--- config.mk ---
export PLATFORM = sky130hd
export DESIGN_NAME = pipe_ctrl_flat
export DESIGN_NICKNAME = d
export VERILOG_FILES = /design/src/rtl/pipe_ctrl_if.sv /design/src/rtl/pipe_ctrl.sv /design/src/flat_wrapper.sv
export SDC_FILE = /design/constraint.sdc
export NUM_CORES = 1
export LEC_CHECK = 0
export CAP_MARGIN = 5
export CORE_MARGIN = 4
export CORE_UTILIZATION = 50
export CTS_CLUSTER_DIAMETER = 60
export CTS_CLUSTER_SIZE = 24
export DETAILED_ROUTE_END_ITERATION = 12
export MAX_ROUTING_LAYER = met4
export PLACE_DENSITY_LB_ADDON = 0.3
export SLEW_MARGIN = 20
export SYNTH_ARGS = -nofsm -noshare
export SYNTH_HDL_FRONTEND = slang
export SYNTH_SLANG_ARGS = --single-unit
--- constraint.sdc ---
create_clock -name clk -period 6.8 [get_ports clk]
set_clock_uncertainty 0.2 [all_clocks]
set_input_delay 1.02 -clock clk [delete_from_list [all_inputs] [get_ports clk]]
set_output_delay 1.02 -clock clk [all_outputs]
set_load 0.01 [all_outputs]
--- src/rtl/pipe_ctrl_if.sv ---
// Pipeline control bus between the datapath and pipe_ctrl.
// Carries the hazard inputs (source/destination registers, opcodes,
// mispredict, memory busy) and returns stall/bubble controls, the sticky
// memory timeout flag and the stall/flush performance counters.
// master: pipeline datapath side; slave: the controller.
interface pipe_ctrl_if #(
  parameter int unsigned CNT_W = 16
);
  logic [4:0]       d_srcA;
  logic [4:0]       d_srcB;
  logic [5:0]       E_op;
  logic [4:0]       E_dstM;
  logic             e_mispredict;
  logic [5:0]       M_op;
  logic             m_busy;
  logic             F_stall;
  logic             D_stall;
  logic             E_stall;
  logic             M_stall;
  logic             D_bubble;
  logic             E_bubble;
  logic             W_bubble;
  logic             mem_timeout;
  logic [CNT_W-1:0] stall_cnt;
  logic [CNT_W-1:0] flush_cnt;

  modport master (
    output d_srcA, d_srcB, E_op, E_dstM, e_mispredict, M_op, m_busy,
    input  F_stall, D_stall, E_stall, M_stall, D_bubble, E_bubble, W_bubble,
    input  mem_timeout, stall_cnt, flush_cnt
  );

  modport slave (
    input  d_srcA, d_srcB, E_op, E_dstM, e_mispredict, M_op, m_busy,
    output F_stall, D_stall, E_stall, M_stall, D_bubble, E_bubble, W_bubble,
    output mem_timeout, stall_cnt, flush_cnt
  );
endinterface

--- src/rtl/pipe_ctrl.sv ---
// Five-stage pipeline hazard controller.
// Decodes memory-hold, mispredict and load-use hazards into zero-latency
// stall/bubble controls, tracks long memory waits with a RUN/MEM_WAIT/ERR
// FSM, and keeps saturating stall and flush counters.
// Ports: clk, reset (synchronous, active-high), bus (pipe_ctrl_if.slave).
module pipe_ctrl #(
  parameter int unsigned TIMEOUT = 255,
  parameter int unsigned CNT_W   = 16,
  parameter logic [5:0]  ILW     = 6'h23,
  parameter logic [5:0]  ISW     = 6'h2b
) (
  input  logic         clk,
  input  logic         reset,
  pipe_ctrl_if.slave   bus
);

  localparam int unsigned WAIT_W = (TIMEOUT < 1) ? 1 : $clog2(TIMEOUT + 1);

  typedef enum logic [1:0] {RUN, MEM_WAIT, ERR} state_t;

  state_t            state;
  state_t            nextState;
  logic [WAIT_W-1:0] waitCnt;
  logic [WAIT_W-1:0] nextWaitCnt;
  logic              setTimeout;
  logic              memHold;
  logic              loadUse;
  logic              flushCase;

  // Hazard decode
  always_comb begin
    memHold = ((bus.M_op == ILW) || (bus.M_op == ISW)) && bus.m_busy;
    loadUse = (bus.E_op == ILW) && (bus.E_dstM != 5'd0) &&
              ((bus.E_dstM == bus.d_srcA) || (bus.E_dstM == bus.d_srcB));
  end

  // State register
  always_ff @(posedge clk) begin
    if (reset) begin
      state   <= RUN;
      waitCnt <= '0;
    end else begin
      state   <= nextState;
      waitCnt <= nextWaitCnt;
    end
  end

  // Next-state logic; MEM_WAIT exits on m_busy alone, not on the opcode
  always_comb begin
    nextState   = state;
    nextWaitCnt = waitCnt;
    setTimeout  = 1'b0;
    case (state)
      RUN: begin
        if (memHold) begin
          nextState   = MEM_WAIT;
          nextWaitCnt = WAIT_W'(1);
        end
      end
      MEM_WAIT: begin
        if (!bus.m_busy) begin
          nextState   = RUN;
          nextWaitCnt = '0;
        end else if (waitCnt == WAIT_W'(TIMEOUT)) begin
          nextState  = ERR;
          setTimeout = 1'b1;
        end else begin
          nextWaitCnt = waitCnt + WAIT_W'(1);
        end
      end
      ERR:     nextState = ERR;
      default: nextState = RUN;
    endcase
  end

  // Control outputs, combinational for zero-cycle pipeline response
  always_comb begin
    bus.F_stall  = 1'b0;
    bus.D_stall  = 1'b0;
    bus.E_stall  = 1'b0;
    bus.M_stall  = 1'b0;
    bus.D_bubble = 1'b0;
    bus.E_bubble = 1'b0;
    bus.W_bubble = 1'b0;
    flushCase    = 1'b0;
    if (reset) begin
      // fill the pipeline with nops while reset is held
      bus.D_bubble = 1'b1;
      bus.E_bubble = 1'b1;
      bus.W_bubble = 1'b1;
    end else if (state == ERR || memHold) begin
      bus.F_stall  = 1'b1;
      bus.D_stall  = 1'b1;
      bus.E_stall  = 1'b1;
      bus.M_stall  = 1'b1;
      bus.W_bubble = 1'b1;
    end else if (bus.e_mispredict) begin
      bus.D_bubble = 1'b1;
      bus.E_bubble = 1'b1;
      flushCase    = 1'b1;
    end else if (loadUse) begin
      bus.F_stall  = 1'b1;
      bus.D_stall  = 1'b1;
      bus.E_bubble = 1'b1;
    end
  end

  // Sticky timeout flag and saturating performance counters
  always_ff @(posedge clk) begin
    if (reset) begin
      bus.mem_timeout <= 1'b0;
      bus.stall_cnt   <= '0;
      bus.flush_cnt   <= '0;
    end else begin
      if (setTimeout) begin
        bus.mem_timeout <= 1'b1;
      end
      if (bus.F_stall && (bus.stall_cnt != '1)) begin
        bus.stall_cnt <= bus.stall_cnt + CNT_W'(1);
      end
      if (flushCase && (bus.flush_cnt != '1)) begin
        bus.flush_cnt <= bus.flush_cnt + CNT_W'(1);
      end
    end
  end

endmodule

--- src/flat_wrapper.sv ---
// flat-port wrapper written by rule: the top's interface ports become plain ports
module pipe_ctrl_flat 
#(
  parameter int unsigned TIMEOUT = 255,
  parameter int unsigned CNT_W   = 16,
  parameter logic [5:0]  ILW     = 6'h23,
  parameter logic [5:0]  ISW     = 6'h2b
)
  (clk, reset, bus_d_srcA, bus_d_srcB, bus_E_op, bus_E_dstM, bus_e_mispredict, bus_M_op, bus_m_busy, bus_F_stall, bus_D_stall, bus_E_stall, bus_M_stall, bus_D_bubble, bus_E_bubble, bus_W_bubble, bus_mem_timeout, bus_stall_cnt, bus_flush_cnt);
  pipe_ctrl_if #(.CNT_W(CNT_W)) bus_i ();
  input  logic clk;
  input  logic reset;
  input wire logic [$bits(bus_i.d_srcA)-1:0] bus_d_srcA;
  input wire logic [$bits(bus_i.d_srcB)-1:0] bus_d_srcB;
  input wire logic [$bits(bus_i.E_op)-1:0] bus_E_op;
  input wire logic [$bits(bus_i.E_dstM)-1:0] bus_E_dstM;
  input wire logic [$bits(bus_i.e_mispredict)-1:0] bus_e_mispredict;
  input wire logic [$bits(bus_i.M_op)-1:0] bus_M_op;
  input wire logic [$bits(bus_i.m_busy)-1:0] bus_m_busy;
  output wire logic [$bits(bus_i.F_stall)-1:0] bus_F_stall;
  output wire logic [$bits(bus_i.D_stall)-1:0] bus_D_stall;
  output wire logic [$bits(bus_i.E_stall)-1:0] bus_E_stall;
  output wire logic [$bits(bus_i.M_stall)-1:0] bus_M_stall;
  output wire logic [$bits(bus_i.D_bubble)-1:0] bus_D_bubble;
  output wire logic [$bits(bus_i.E_bubble)-1:0] bus_E_bubble;
  output wire logic [$bits(bus_i.W_bubble)-1:0] bus_W_bubble;
  output wire logic [$bits(bus_i.mem_timeout)-1:0] bus_mem_timeout;
  output wire logic [$bits(bus_i.stall_cnt)-1:0] bus_stall_cnt;
  output wire logic [$bits(bus_i.flush_cnt)-1:0] bus_flush_cnt;
  assign bus_i.d_srcA = bus_d_srcA;
  assign bus_i.d_srcB = bus_d_srcB;
  assign bus_i.E_op = bus_E_op;
  assign bus_i.E_dstM = bus_E_dstM;
  assign bus_i.e_mispredict = bus_e_mispredict;
  assign bus_i.M_op = bus_M_op;
  assign bus_i.m_busy = bus_m_busy;
  assign bus_F_stall = bus_i.F_stall;
  assign bus_D_stall = bus_i.D_stall;
  assign bus_E_stall = bus_i.E_stall;
  assign bus_M_stall = bus_i.M_stall;
  assign bus_D_bubble = bus_i.D_bubble;
  assign bus_E_bubble = bus_i.E_bubble;
  assign bus_W_bubble = bus_i.W_bubble;
  assign bus_mem_timeout = bus_i.mem_timeout;
  assign bus_stall_cnt = bus_i.stall_cnt;
  assign bus_flush_cnt = bus_i.flush_cnt;
  pipe_ctrl #(.TIMEOUT(TIMEOUT), .CNT_W(CNT_W), .ILW(ILW), .ISW(ISW)) u_core (.clk(clk), .reset(reset), .bus(bus_i));
endmodule
==> results of run 1 <==
-- area by class of cell --
cell class                 instances  area (sq um)  area share (%)
multi-input combinational        207          1330            43.2
sequential                        43           861            28.0
timing repair buffer              70           698            22.7
clock buffer                       7          96.3            3.13
tap                               52          65.1            2.12
inverter                           5          18.8           0.610
clock inverter                     1          7.51           0.244
-- kinds of logic after synthesis --
logic type | count (synthesis)
fa+ha+maj | 3
flops | 43
buf+inv | 13
compound gates | 48
xor+xnor | 31
simple gates | 123
mux | 2
-- routing by layer --
layer  wire length (microns)  GRT usage [%]  vias up
li1                        -              -     1079
met1                    2390           23.2     1010
met2                    2600           36.4       64
met3                     483           5.21        6
met4                      65           6.21        0
met5                       0              -        -
-- synthesized netlist by cell type (2+ instances only) --
cell type and instances:
nor3_1 6, or3_1 10, nand2_1 18, nand4_1 8, nand3_1 14, buf_4 2, clkbuf_1 4, o2111ai_1 2
o31ai_1 2, ha_1 3, inv_1 5, buf_6 2, or4_1 3, xor2_1 16, o21ai_0 5, nor2_1 33
nor2b_1 2, dfxtp_1 43, xnor2_1 15, and4_1 3, and3_1 12, o21bai_1 2, a21oi_1 18, o21ai_1 7
nand2b_1 3
-- per-stage QoR --
stage / hold slack [ps] / setup slack (ps) / utilization, % / total power [mW] / instances
detailed placement: 268 / 2400 / 68.2 / 0.308 / 377
global route: 329 / 2320 / 70.6 / 0.502 / 385
global placement: 259 / 2480 / 68.2 / 0.306 / 377
floorplan: 258 / 3370 / - / 0.279 / 263
CTS: 288 / 2400 / 70.6 / 0.487 / 385
finish: 274 / 2440 / 70.6 / 0.483 / 385
-- sequential cells by signal, summed over array words and instances (netlist names) --
| signal | cells |
|---|---|
| u_core.bus.mem_timeout | 1 |
| u_core.bus.stall_cnt | 16 |
| u_core.bus.flush_cnt | 16 |
| u_core.state | 2 |
| u_core.waitCnt | 8 |
-- where the power goes --
part	leakage (nW)	switching, mW	internal (mW)
Sequential	0.347	0.00190	0.253
Combinational	0.709	0.0190	0.0276
Clock	0.0505	0.0895	0.0924
Total	1.11	0.110	0.373
-- critical path, cell delays in order --
cell,delay [ps]
clkdlybuf4s50_1,400
nand4bb_1,300
o21a_1,270
nor2_1,340
a21o_1,240
clkdlybuf4s50_1,580
-- path summary, 6_finish.rpt --
path                                         startpoint                       to  slack, ps  cells past startpoint
worst max-delay path                        bus_M_op[4]              bus_D_stall       2440                      6
worst min-delay path             u_core.bus.mem_timeout   u_core.bus.mem_timeout        270                      2
worst max register to register  u_core.bus.stall_cnt[6]  u_core.bus.stall_cnt[5]       4260                      6
worst min register to register   u_core.bus.mem_timeout   u_core.bus.mem_timeout        270                      2
-- cells in the final DEF (no fill, tap or decap), types with 3 or more instances in the layout --
cell type         n
and4_1            3
nand3_1          14
nand4_1           8
or3_1            10
o21ai_0           5
inv_1             5
ha_1              3
or4_1             3
nor2_1           33
xor2_1           16
nor3_1            6
clkbuf_8          7
and3_1           12
nand2b_1          3
a21oi_1          18
o21ai_1           7
nand2_1          18
clkdlybuf4s50_1  69
dfxtp_1          43
xnor2_1          15
==> flow_summary.yaml, run 1 <==
timing:
  fmax_ghz: 0.229
  slew_headroom_pct: 44.1
  period_minus_slack_ps: 4360
  timing.final.crit_share_pct: 64.1
  worst_pin_slew_ps: 832
  grt_setup_unrepaired: "false"
  fin_tns_setup_ps: 0
  hold_viol_final: 0
  setup_viol: 0
  slew_viol_final: 0
setup_path:
  start_kind: "primary input"
  critical_path_class: "primary input to output pin"
  cp-end-kind: "output pin"
  critPathRequiredTime_ps: 5580
  path_max_fanout: 6
  worstPathArrival_ps: 3140
clock_tree:
  cts_buffers: 5
  post_cts_buffers: 0
  cts.hold.buffers_added: 0
  cts_resized: 0
  clock-sinks: 43
  root_buffer: "clkbuf_8"
  clockBufferDepth: 2
  cts_tree: "done"
  clk_latency_ps: 300
  cts_htree_levels: 2
  clk_pin_slew_ps: 80
floorplanning:
  rows: 24
  die_height_microns: 75.2
  io_pins: 71
  coreArea_sq_um: 4350
  initial_utilization_pct: 51.9
  die_w_microns: 75.2
  dieArea_sq_um: 5660
yosys:
  ys_async_sr_fraction_pct: 0
  synth-simple-area-share_pct: 29.7
  synth_compound_area_share_pct: 14.5
  seq_area_frac_synth_pct: 38.1
  synth_top_family_by_area: "simple AND/OR/NAND/NOR gates"
  yosys_register_bits: 43
  synth-edff-count: 0
  synth.area.top_cells: "dfxtp_1, xor2_1, xnor2_1, nor2_1, a21oi_1"
  netlist_area_sq_um: 2260
  synthAdderAreaFrac_pct: 1.66
  synthMuxAreaShare_pct: 0.941
  synth_top_area_cell: "dfxtp_1"
  yosysWarningCount: 0
  synth_ff_type: "dfxtp_1"
  synthXorXnorAreaFrac_pct: 12.0
  synth.distinct_cells: 50
  synthCells: 263
  syn_area_per_cell_sq_um: 8.60
  syn_nets: 297
  netlist.area_leader.share_pct: 38.1
global_routing:
  gr-usage-all-layers_pct: 20.7
  grt_pass1_wl_microns: 8850
  grt_max_degree: 29
  gr-total-overflow: 0
  grt_pass1_vias: 2041
  antenna_found_initial: 0
place:
  place_area_sq_um: 2970
  dpl.hpwl_microns: 4090
  place.gp.congestion: 0.800
  port_buffers: 69
finish:
  drive_gt1_share_pct: 5.41
  fill_cells: 346
  syn2layout_area_growth_pct: 36.0
  nNetsFinal: 366
  final_cell_area_sq_um: 3080
  num_antenna_cells: 0
worst_hold_path:
  hold_class: "flop to flop"
power:
  ir_worst_vdd_v: 0.000131
  p_leak_nw: 1.11
  powerDensity_nw_per_um2: 157
routing:
  post_drt_via_cell_ratio: 5.61
  num_vias: 2159
  totalWireLength_microns: 5540
  drtAntennaViolNets: 0
  drcViolationCount: 0
  routedWlPerCell_microns: 14.4
  drt_iter0_drc: 88
  firstDrtPassIters: 4
flow_run:
  drv_cap: 0
outcome:
  status: "completed"
Power figures use the tool's default switching activity.
==> run 2: changes to the inputs <==
--- a/config.mk
+++ b/config.mk
@@ -7,7 +7,7 @@
 export LEC_CHECK = 0
 export CAP_MARGIN = 5
 export CORE_MARGIN = 4
-export CORE_UTILIZATION = 50
+export CORE_UTILIZATION = 46
 export CTS_CLUSTER_DIAMETER = 60
 export CTS_CLUSTER_SIZE = 24
 export DETAILED_ROUTE_END_ITERATION = 12
==> constraint.sdc (replaced) <==
create_clock -name clk -period 4.5 [get_ports clk]
set_clock_uncertainty 0.2 [all_clocks]
set_input_delay 0.675 -clock clk [delete_from_list [all_inputs] [get_ports clk]]
set_output_delay 0.675 -clock clk [all_outputs]
set_load 0.01 [all_outputs]
==> run 2 against run 1 <==
Core utilization down 5.8 points. First-iteration DRC count is 9.1% higher. Clock-buffer cell count decreased by 1. Largest cell class unchanged. Final cell count is 4.2% higher. Via count is 2.1% lower. Combinational power up 51%. Worst setup slack worse by 1600 ps. Sequential power rose by 51%. Global-route usage down 3.3 points. Power grew 42%. Critical path depth decreased by 1.
==> flow_summary.yaml, run 2 (synthesis gave the netlist of run 1 again) <==
setup_path:
  start_kind: "primary input"
  crit_path_frequent_cell: "clkdlybuf4s50_1"
  max_stage_delay_ps: 580
  critPathRequiredTime_ps: 3620
  path_max_fanout: 6
  cp-end-kind: "output pin"
  slowest_stage: "or4_1"
  worstPathArrival_ps: 2740
  r2r-start: "u_core.bus.stall_cnt[0]"
  crit_chain: "clkdlybuf4s50_1 > or4_1 > o2111a_1 > a21o_1 > clkdlybuf4s50_1"
  critical_path_class: "primary input to output pin"
  setup.worst_path.start: "bus_E_dstM[0]"
global_routing:
  gr-usage-all-layers_pct: 17.5
  grt_pass1_vias: 1961
  antenna_found_initial: 0
  grt_pass1_wl_microns: 8650
  grt_max_degree: 29
  gr-total-overflow: 0
worst_hold_path:
  hold_class: "flop to flop"
  min-delay-start: "u_core.bus.mem_timeout"
power:
  finalPower_mw: 0.687
  ir_worst_vdd_v: 0.000158
  powerDensity_nw_per_um2: 223
  p_leak_nw: 1.10
clock_tree:
  clock-sinks: 43
  clk_pin_slew_ps: 80
  cts_tree: "done"
  cts_htree_levels: 2
  cts_resized: 0
  root_buffer: "clkbuf_8"
  post_cts_buffers: 0
  clockBufferDepth: 2
  clk_latency_ps: 280
  cts_buffers: 5
  cts.hold.buffers_added: 0
routing:
  drt_iter0_drc: 96
  totalWireLength_microns: 5100
  firstDrtPassIters: 4
  drtAntennaViolNets: 0
  post_drt_via_cell_ratio: 5.27
  num_vias: 2114
  routedWlPerCell_microns: 12.7
  drcViolationCount: 0
place:
  place.gp.congestion: 0.777
  dp_slack_ps: 892
  port_buffers: 69
  dpl.hpwl_microns: 3870
  place_inst: 393
timing:
  fmax_ghz: 0.277
  slew_viol_final: 0
  slew_headroom_pct: 49.6
  worst_pin_slew_ps: 750
  timing.final.crit_share_pct: 80.3
  grt_setup_unrepaired: "false"
  fin_tns_setup_ps: 0
  period_minus_slack_ps: 3610
  fin_ws_ps: 887
  hold_viol_final: 0
  setup_viol: 0
finish:
  num_antenna_cells: 0
  top_regs: "u_core.bus.flush_cnt (16), u_core.bus.stall_cnt (16), u_core.waitCnt (8)"
  final_common_cell: "clkdlybuf4s50_1"
  syn2layout_area_growth_pct: 36.4
  fin_cells: 401
  nNetsFinal: 367
  final_cell_mix: "clkdlybuf4s50_1, dfxtp_1, nor2_1"
  drive_gt1_share_pct: 5.39
outcome:
  status: "completed"
floorplanning:
  die_w_microns: 78.1
  rows: 25
  dieArea_sq_um: 6100
  initial_utilization_pct: 47.6
  die_height_microns: 78.1
  io_pins: 71
  coreArea_sq_um: 4750
flow_run:
  drv_cap: 0
## run 2: cell types whose count changed in the layout (fill, tap and decap cells not counted)
cell,before,now
clkinv_2,0,1
buf_4,1,2
clkbuf_1,0,1
clkbuf_8,7,5
## run 2: cell type report
class / instances / area (sq um)
Clock buffer: 6 / 72.6
Clock inverter: 2 / 12.5
Fill cell: 427 / 1670
Inverter: 5 / 18.8
Multi-Input combinational cell: 207 / 1330
Sequential cell: 43 / 861
Tap cell: 67 / 83.8
Timing Repair Buffer: 71 / 706
## run 2: worst paths after layout
check | cells past startpoint | slack [ps] | endpoint
setup / recovery | 5 | 890 | bus_D_stall
hold / removal | 2 | 280 | u_core.bus.mem_timeout
setup reg to reg | 7 | 1990 | u_core.bus.stall_cnt[5]
hold reg to reg | 2 | 280 | u_core.bus.mem_timeout
## run 2: critical path, delay by kind of cell
kind	cells	cell delay, ps
buffers and inverters	2	970
AND/OR/NAND/NOR	1	580
AO/OA/AOI/OAI	2	520
## run 2: report_power, final
group | internal [mW] | switching (mW) | total [mW]
sequential | 0.382 | 0.00283 | 0.385
clock | 0.108 | 0.123 | 0.231
combinational | 0.0422 | 0.0282 | 0.0703
## run 2: metrics by stage
step | utilization [%] | hold slack [ps] | instance area (sq um)
5_1_grt | 64.8 | 308 | 3080
3_3_place_gp | 63.1 | 260 | 3000
2_1_floorplan | - | 258 | 2260
3_5_place_dp | 63.1 | 274 | 3000
6_report | 64.8 | 284 | 3080
4_1_cts | 64.8 | 295 | 3080
## run 2: metal layers
layer  GRT usage, %  share of wire (%)  vias up
met2           28.2                 45       74
met3           3.90                6.8        5
met4           5.24                1.1        0
met5              -                  0        -
met1           22.0                 47      949
li1               -                  -     1086
